<file path="src/rtl/mem_arb_pkg.sv">
// mem_arb_pkg: shared types and constants for the fetch/data memory arbiter.
package mem_arb_pkg;
    typedef enum logic [1:0] {IDLE, WAIT_GNT, WAIT_RESP} state_t;
    typedef enum logic {OWN_IF, OWN_D} owner_t;
    localparam int STREAK_W = 4;
endpackage

</file>
<file path="src/rtl/mem_arb_prio.sv">
// mem_arb_prio: picks fetch or data each arbitration and tracks how long fetch has been starved.
module mem_arb_prio
    import mem_arb_pkg::*;
#(
    parameter int STARVE_MAX = 4
) (
    input  logic   clk,
    input  logic   rst,
    input  logic   arb_en,
    input  logic   if_req,
    input  logic   if_kill,
    input  logic   d_req,
    output logic   win_vld,
    output owner_t win_owner
);
    logic [STREAK_W-1:0] streak_q, streak_d;
    logic if_vld, starved;

    always_comb begin
        if_vld    = if_req && !if_kill;
        starved   = streak_q == STREAK_W'(STARVE_MAX);
        win_vld   = if_vld || d_req;
        win_owner = (d_req && !(if_vld && starved)) ? OWN_D : OWN_IF;
        streak_d  = streak_q;
        // Streak only grows while a fetch is actually waiting behind data.
        if (arb_en && win_vld)
            streak_d = (win_owner == OWN_IF || !if_req) ? '0 : (starved ? streak_q : streak_q + 1'b1);
    end

    always_ff @(posedge clk or negedge rst) begin
        if (!rst) streak_q <= '0;
        else      streak_q <= streak_d;
    end
endmodule

</file>
<file path="src/rtl/mem_arbiter.sv">
// mem_arbiter: shares one single-port memory between fetch and data stages, one transaction at a time.
module mem_arbiter
    import mem_arb_pkg::*;
#(
    parameter int ADDR_W     = 32,
    parameter int DATA_W     = 32,
    parameter int STARVE_MAX = 4
) (
    input  logic                clk,
    input  logic                rst,
    input  logic                if_req,
    input  logic [ADDR_W-1:0]   if_addr,
    input  logic                if_kill,
    output logic                if_rvalid,
    output logic [DATA_W-1:0]   if_rdata,
    output logic                if_stall,
    input  logic                d_req,
    input  logic                d_we,
    input  logic [DATA_W/8-1:0] d_be,
    input  logic [ADDR_W-1:0]   d_addr,
    input  logic [DATA_W-1:0]   d_wdata,
    output logic                d_rvalid,
    output logic [DATA_W-1:0]   d_rdata,
    output logic                d_stall,
    output logic                m_req,
    output logic                m_we,
    output logic [DATA_W/8-1:0] m_be,
    output logic [ADDR_W-1:0]   m_addr,
    output logic [DATA_W-1:0]   m_wdata,
    input  logic                m_gnt,
    input  logic                m_rvalid,
    input  logic [DATA_W-1:0]   m_rdata,
    output logic                busy,
    output logic                err
);
    state_t state_q, state_d;
    owner_t owner_q, owner_d, win_owner;
    logic kill_q, kill_d, m_req_q, m_req_d, m_we_q, m_we_d, err_q, err_d;
    logic [DATA_W/8-1:0] m_be_q, m_be_d;
    logic [ADDR_W-1:0] m_addr_q, m_addr_d;
    logic [DATA_W-1:0] m_wdata_q, m_wdata_d;
    logic win_vld, if_own, resp;

    mem_arb_prio #(.STARVE_MAX(STARVE_MAX)) u_prio (
        .clk       (clk),
        .rst       (rst),
        .arb_en    (state_q == IDLE),
        .if_req    (if_req),
        .if_kill   (if_kill),
        .d_req     (d_req),
        .win_vld   (win_vld),
        .win_owner (win_owner)
    );

    assign if_own    = owner_q == OWN_IF;
    assign resp      = state_q == WAIT_RESP && m_rvalid;
    // A kill arriving with the response still discards it; the fetch is already dead.
    assign if_rvalid = resp && if_own && !kill_q && !if_kill;
    assign d_rvalid  = resp && !if_own;
    assign if_rdata  = m_rdata;
    assign d_rdata   = m_rdata;
    assign if_stall  = if_req && !if_rvalid;
    assign d_stall   = d_req && !d_rvalid;
    assign busy      = state_q != IDLE;
    assign err       = err_q;
    assign m_req     = m_req_q;
    assign m_we      = m_we_q;
    assign m_be      = m_be_q;
    assign m_addr    = m_addr_q;
    assign m_wdata   = m_wdata_q;

    always_comb begin
        state_d   = state_q;
        owner_d   = owner_q;
        kill_d    = kill_q;
        m_req_d   = m_req_q;
        m_we_d    = m_we_q;
        m_be_d    = m_be_q;
        m_addr_d  = m_addr_q;
        m_wdata_d = m_wdata_q;
        err_d     = err_q || (m_rvalid && state_q != WAIT_RESP);
        unique case (state_q)
            IDLE: if (win_vld) begin
                state_d   = WAIT_GNT;
                owner_d   = win_owner;
                kill_d    = 1'b0;
                m_req_d   = 1'b1;
                m_we_d    = win_owner == OWN_D && d_we;
                m_be_d    = win_owner == OWN_D ? d_be : '1;
                m_addr_d  = win_owner == OWN_D ? d_addr : if_addr;
                m_wdata_d = win_owner == OWN_D ? d_wdata : '0;
            end
            WAIT_GNT: if (m_gnt) begin
                state_d = WAIT_RESP;
                m_req_d = 1'b0;
                kill_d  = if_kill && if_own;
            end else if (if_kill && if_own) begin
                state_d = IDLE;
                m_req_d = 1'b0;
            end
            WAIT_RESP: begin
                kill_d = kill_q || (if_kill && if_own);
                if (m_rvalid) begin
                    state_d = IDLE;
                    kill_d  = 1'b0;
                end
            end
            default: state_d = IDLE;
        endcase
    end

    always_ff @(posedge clk or negedge rst) begin
        if (!rst) begin
            state_q   <= IDLE;
            owner_q   <= OWN_IF;
            kill_q    <= 1'b0;
            m_req_q   <= 1'b0;
            m_we_q    <= 1'b0;
            m_be_q    <= '0;
            m_addr_q  <= '0;
            m_wdata_q <= '0;
            err_q     <= 1'b0;
        end else begin
            state_q   <= state_d;
            owner_q   <= owner_d;
            kill_q    <= kill_d;
            m_req_q   <= m_req_d;
            m_we_q    <= m_we_d;
            m_be_q    <= m_be_d;
            m_addr_q  <= m_addr_d;
            m_wdata_q <= m_wdata_d;
            err_q     <= err_d;
        end
    end
endmodule

</file>
<file path="config.mk">
export PLATFORM = sky130hd
export DESIGN_NAME = mem_arbiter
export DESIGN_NICKNAME = d
export VERILOG_FILES = /design/src/rtl/mem_arb_pkg.sv /design/src/rtl/mem_arb_prio.sv /design/src/rtl/mem_arbiter.sv
export SDC_FILE = /design/constraint.sdc
export NUM_CORES = 1
export LEC_CHECK = 0
export CAP_MARGIN = 10
export CORE_MARGIN = 2
export CORE_UTILIZATION = 35
export CTS_BUF_LIST = sky130_fd_sc_hd__clkbuf_2
export CTS_CLUSTER_DIAMETER = 150
export DETAILED_ROUTE_END_ITERATION = 10
export HOLD_SLACK_MARGIN = 0.06
export PLACE_DENSITY = 0.78
export SLEW_MARGIN = 5
export SYNTH_ARGS = -nofsm -noshare
export SYNTH_HDL_FRONTEND = slang
export SYNTH_SLANG_ARGS = --single-unit
</file>
<file path="constraint.sdc">
create_clock -name clk -period 1.8 [get_ports clk]
set_clock_uncertainty 0.05 [all_clocks]
set_input_delay 0.45 -clock clk [delete_from_list [all_inputs] [get_ports clk]]
set_output_delay 0.45 -clock clk [all_outputs]
set_load 0.02 [all_outputs]
</file>
# Yosys cells after proc, flatten, opt, wreduce, memory -nomap -nowiden
# Index checks and enable logic that the tools add are counted.
# word_totals
output_inout_bits	140
regBits	79
word_cells	74
# classes
n_mux	19
reduce_logical	33
eq_ne	9
n_bitwise	2
n_addsub	1
# ops
operator	n
$mux W32	2
$logic_and A1 B1 Y1	14
$mux W4	3
$ne A2 B2 Y1 const B	5
$reduce_and A3 Y1	3
$mux W2	4
$mux W1	7
$logic_not A1 Y1	6
$pmux W2 S3	1
$add A4 B1 Y4 const B	1
$eq A4 B3 Y1 const B	1
$logic_or A1 B1 Y1	4
$reduce_and A2 Y1	2
$reduce_bool A2 Y1	2
$ne A3 B3 Y1 const B	1
$pmux W1 S3	1
$reduce_bool A3 Y1	1
$eq A2 B1 Y1 const B	1
$eq A2 B2 Y1 const B	1
$logic_not A2 Y1	1
$not A1 Y1	2
$pmux W1 S2	1

# Logic depth before layout (Yosys ltp)
# depth
word_depth	10
ltp_mapped	8
ltp_nobuf	5

# Cells and area by module
# Synthesis repeated with hierarchy kept, for this count alone.
# hier_totals
cells_unflattened	442
hier_area_um2	4119.0
# by_module_without_submodules
mod	cells_each	area_per_inst_um2	instances
mem_arbiter	407	3811.2	1
mem_arb_prio	35	307.8	1

# Least setup slack after synthesis
# OpenSTA, ideal clock, no wires.
# synth_timing
path_kind	flip-flop to output port
start	reg state_q[0]
end	out if_stall
n_path_buf	0
arrival_time_ps	1702
t_required_ps	1300
stages_incl_launch_ff	6
path_slack_ps	-402
cell_sequence	dfrtp_1 > inv_1 > ha_1 > nand2_1 > nor4_1 > nor2b_1
# synth_via
elab_chain_len	7
# synth_lines
item	line_no	rtl
from (decl)	mem_arbiter.sv:36	state_t state_q, state_d;
from (signal assigned)	mem_arbiter.sv:124	state_q <= state_d;
$eq A2 B2 Y1	mem_arbiter.sv:56	assign resp = state_q == WAIT_RESP && m_rvalid;
$logic_and A1 B1 Y1	mem_arbiter.sv:56	
$logic_and A1 B1 Y1 (3 in series)	mem_arbiter.sv:58	assign if_rvalid = resp && if_own && !kill_q && !if_kill;
named net if_rvalid	mem_arbiter.sv:14	output logic if_rvalid,
$logic_not A1 Y1	mem_arbiter.sv:62	assign if_stall = if_req && !if_rvalid;
$logic_and A1 B1 Y1	mem_arbiter.sv:62	
to (decl)	mem_arbiter.sv:16	output logic if_stall,
# The timed path passes the listed nets, and every way through them passes these cells.

# Worst setup path after layout
# layout_timing
start	reg state_q[0]
end	out if_stall
# layout_via
elab_chain_len	7
# layout_lines
item	line_no
$eq A2 B2 Y1	mem_arbiter.sv:56
$logic_and A1 B1 Y1	mem_arbiter.sv:56
$logic_and A1 B1 Y1 (3 in series)	mem_arbiter.sv:58
$logic_not A1 Y1	mem_arbiter.sv:62
$logic_and A1 B1 Y1	mem_arbiter.sv:62
# Every way passes these cells.

==> run metrics <==
clk_lat worst skew roughly 0.57 ns; Buf/Inv on CP 2; Final Cycle Share 1.23; Syn Inst Count 469; YS warnings 0; max-cap violation count 0; status finished, violations left; final wirelength 16,200 um; # DRC 0; clock group share of total power 0.081; leakage 3.34 nW; WHS roughly 0.23 ns; Internal 6.04 mW; Worst Max-Slew Pin Slew 0.457 ns; RD Place Congestion 0.862; FF+latch area 1980 um^2; root buf cell clkbuf_2; combinational group share of total power 0.627; grt met2 use 0.383; Area Overhead vs Synth 45.9%; violated checks setup timing; Die Width 119 um; VDD IR max 819 uV; routed vias ~4,300; Distinct cells, synth 42; total gr overflow 0; # setup viols final between 70 and 80; switching share of power 0.432; Layout Nets 803; CTS buffer count 9; Flop pwr share 0.292; layout cells sized above 1 0.316; register bit total from synthesis 79; RSZ-0062 raised after global routing yes; M3 GR Usage 0.0632; Max-slew headroom 0.695; initial core utilization 0.355; via/cell ratio a little over 5; Worst Setup Start Kind flop; DRT iter0 DRCs 171; GRT Max-Usage Layer met2; Psw 4.60 mW; Hold WC Path Type in2async; WP data required 1.30 ns; clk sinks 79; worst setup path category reg2out; antenna violations before repair 2; EDFF count, synth 0; Core ar. about 13,000 um^2; Async SR Flop Fraction 1.00; Routed WL per cell around 19 um; Die Span Y 119 um; largest net degree at the start of global routing 49; Avg Cell Area, Syn between 9 and 10 um^2; clock slew at reported path FFs 0.27 ns; max-slew violations 0; crit end category primary output; Total GRT Usage 0.217; FMAX about 450 MHz; CTS tree yes; area of the multi-input gates 2120 um^2; Row Count 42; Synth Net Count 616; Post-DRT Antenna Nets 0; count of input and output buffers 183; synthesized area between 4000 and 5000 um^2; sequential area share after synthesis 0.424; crit-path max cell delay roughly 0.46 ns; first-pass GRT wire length 23,900 um; worst slack, placed -0.575 ns; PD cells 1560 nW/um^2; first-pass iteration count of the detailed router 4; slowest cell on the critical path dfrtp_1; crit path DAT ~1.7 ns; area of the die 14,300 um^2; critical path, cell by cell inv_2 > ha_4 > nand2_4 > nor4_4 > nor2b_1 > buf_4; CP Max Fanout 3; H-tree depth 3; hpwl dp 10,700 um; I/O pin count 280; Fin. Hold Viols 0; post-layout min period 2.22 ns; GRT met1 Usage 0.236; CTS Buffer Depth 2; # fillers 1,194; family with the most delay on the worst path flip-flops; top_reg_cell synth dfrtp_1; Pwr Total 10.6 mW; final worst slack -0.422 ns; vias in the first global route 4,471
[cell usage after synthesis (9+ instances only)]
library cell | n | area (um^2)
and3b_1 | 33 | 289
inv_1 | 9 | 33.8
clkbuf_1 | 11 | 41.3
a22o_1 | 34 | 298
o211a_1 | 31 | 310
a21oi_1 | 32 | 160
o21ai_0 | 31 | 155
dfrtp_1 | 79 | 1980
nor2_1 | 64 | 240
buf_2 | 13 | 65.1
buf_4 | 65 | 488
[power by group through the flow]
stage                     combinational [mW]  sequential, mW  clock [mW]
after floorplan                         2.59            4.05           0
after global placement                  5.75            3.19           0
after detailed placement                5.91            3.19           0
after CTS                               6.46            3.09       0.898
after global routing                    7.17            3.20       0.966
final                                   6.67            3.10       0.865
[metrics by stage]
| stage | TNS (ns) | utilization | instances | instance area [um^2] |
|---|---|---|---|---|
| floorplan | 0 | - | 469 | 4680 |
| global placement | -32.52 | 0.486 | 769 | 6380 |
| detailed placement | -37.46 | 0.486 | 769 | 6380 |
| CTS | -11.41 | 0.510 | 827 | 6700 |
| global route | -12.25 | 0.518 | 839 | 6800 |
| finish | -6.62 | 0.518 | 839 | 6800 |
[state kept, by name, summed over array words and instances (netlist names)]
register / flops
m_addr: 32
u_prio.streak_q: 4
m_req: 1
owner_q: 1
m_wdata: 32
m_we: 1
err: 1
state_q: 2
m_be: 4
kill_q: 1
[kinds of logic after synthesis]
| kind of cell | share of synthesized area |
|---|---|
| buf+inv | 0.154 |
| mux | 0.00913 |
| compound gates | 0.250 |
| fa+ha+maj | 0.0188 |
| flops | 0.424 |
| simple gates | 0.144 |
[metal layers]
metal	share of wire	wire, um
met5	0	0
met4	0.029	471
met3	0.086	1390
met2	0.52	8370
met1	0.37	5950
[placed cells by master (no fill, tap or decap), types with 3 or more instances in the layout]
master | synthesis | layout
o21ai_0 | 31 | 26
dfrtp_1 | 79 | 79
buf_6 | 7 | 8
buf_12 | 0 | 8
nand2b_1 | 3 | 3
inv_1 | 9 | 6
clkbuf_2 | 2 | 9
a21oi_1 | 32 | 30
and3b_1 | 33 | 32
ha_1 | 7 | 5
o211a_1 | 31 | 31
nor2_1 | 64 | 63
buf_2 | 13 | 72
o22a_1 | 5 | 5
clkdlybuf4s50_1 | 0 | 105
o21ai_1 | 0 | 5
nand3_1 | 4 | 3
nor2b_1 | 7 | 5
buf_4 | 65 | 73
a22o_1 | 34 | 34
[path summary, 6_finish.rpt]
| kind | start | end | slack (ns) | cells after the start |
|---|---|---|---|---|
| min reg2reg | m_be[0]$_DFFE_PN0P_ | m_be[0]$_DFFE_PN0P_ | 0.48 | 1 |
| max in group asynchronous | rst | m_addr[30]$_DFFE_PN0P_ | 0.90 | 3 |
| max | state_q[0]$_DFFE_PN0P_ | if_stall | -0.42 | 6 |
| min in group clk | d_req | u_prio.streak_q[2]$_DFFE_PN0P_ | 0.32 | 4 |
| min | rst | m_wdata[17]$_DFFE_PN0P_ | 0.23 | 2 |
| max reg2reg | state_q[1]$_DFFE_PN0P_ | kill_q$_DFFE_PN0P_ | -0.17 | 9 |
[layout make-up]
type                       count  area share
tap                          176      0.0324
clock buffer                   9     0.00662
clock inverter                 7     0.00662
inverter                       9     0.00534
antenna                        2    0.000736
timing repair buffer         273       0.345
sequential                    79       0.291
multi-input combinational    284       0.312
[repair_timing]
| item | CTS | global route |
|---|---|---|
| gates cloned | 4 | 4 |
| hold buffers | 1 | 0 |
| resized for setup | 329 | 27 |
| hold endpoints to repair | 79 | 0 |
| setup endpoints to repair | 139 | 94 |
| setup buffers | 38 | 7 |
| pin swaps | 4 | 3 |
Note: power is estimated with default switching activity, not from simulation.
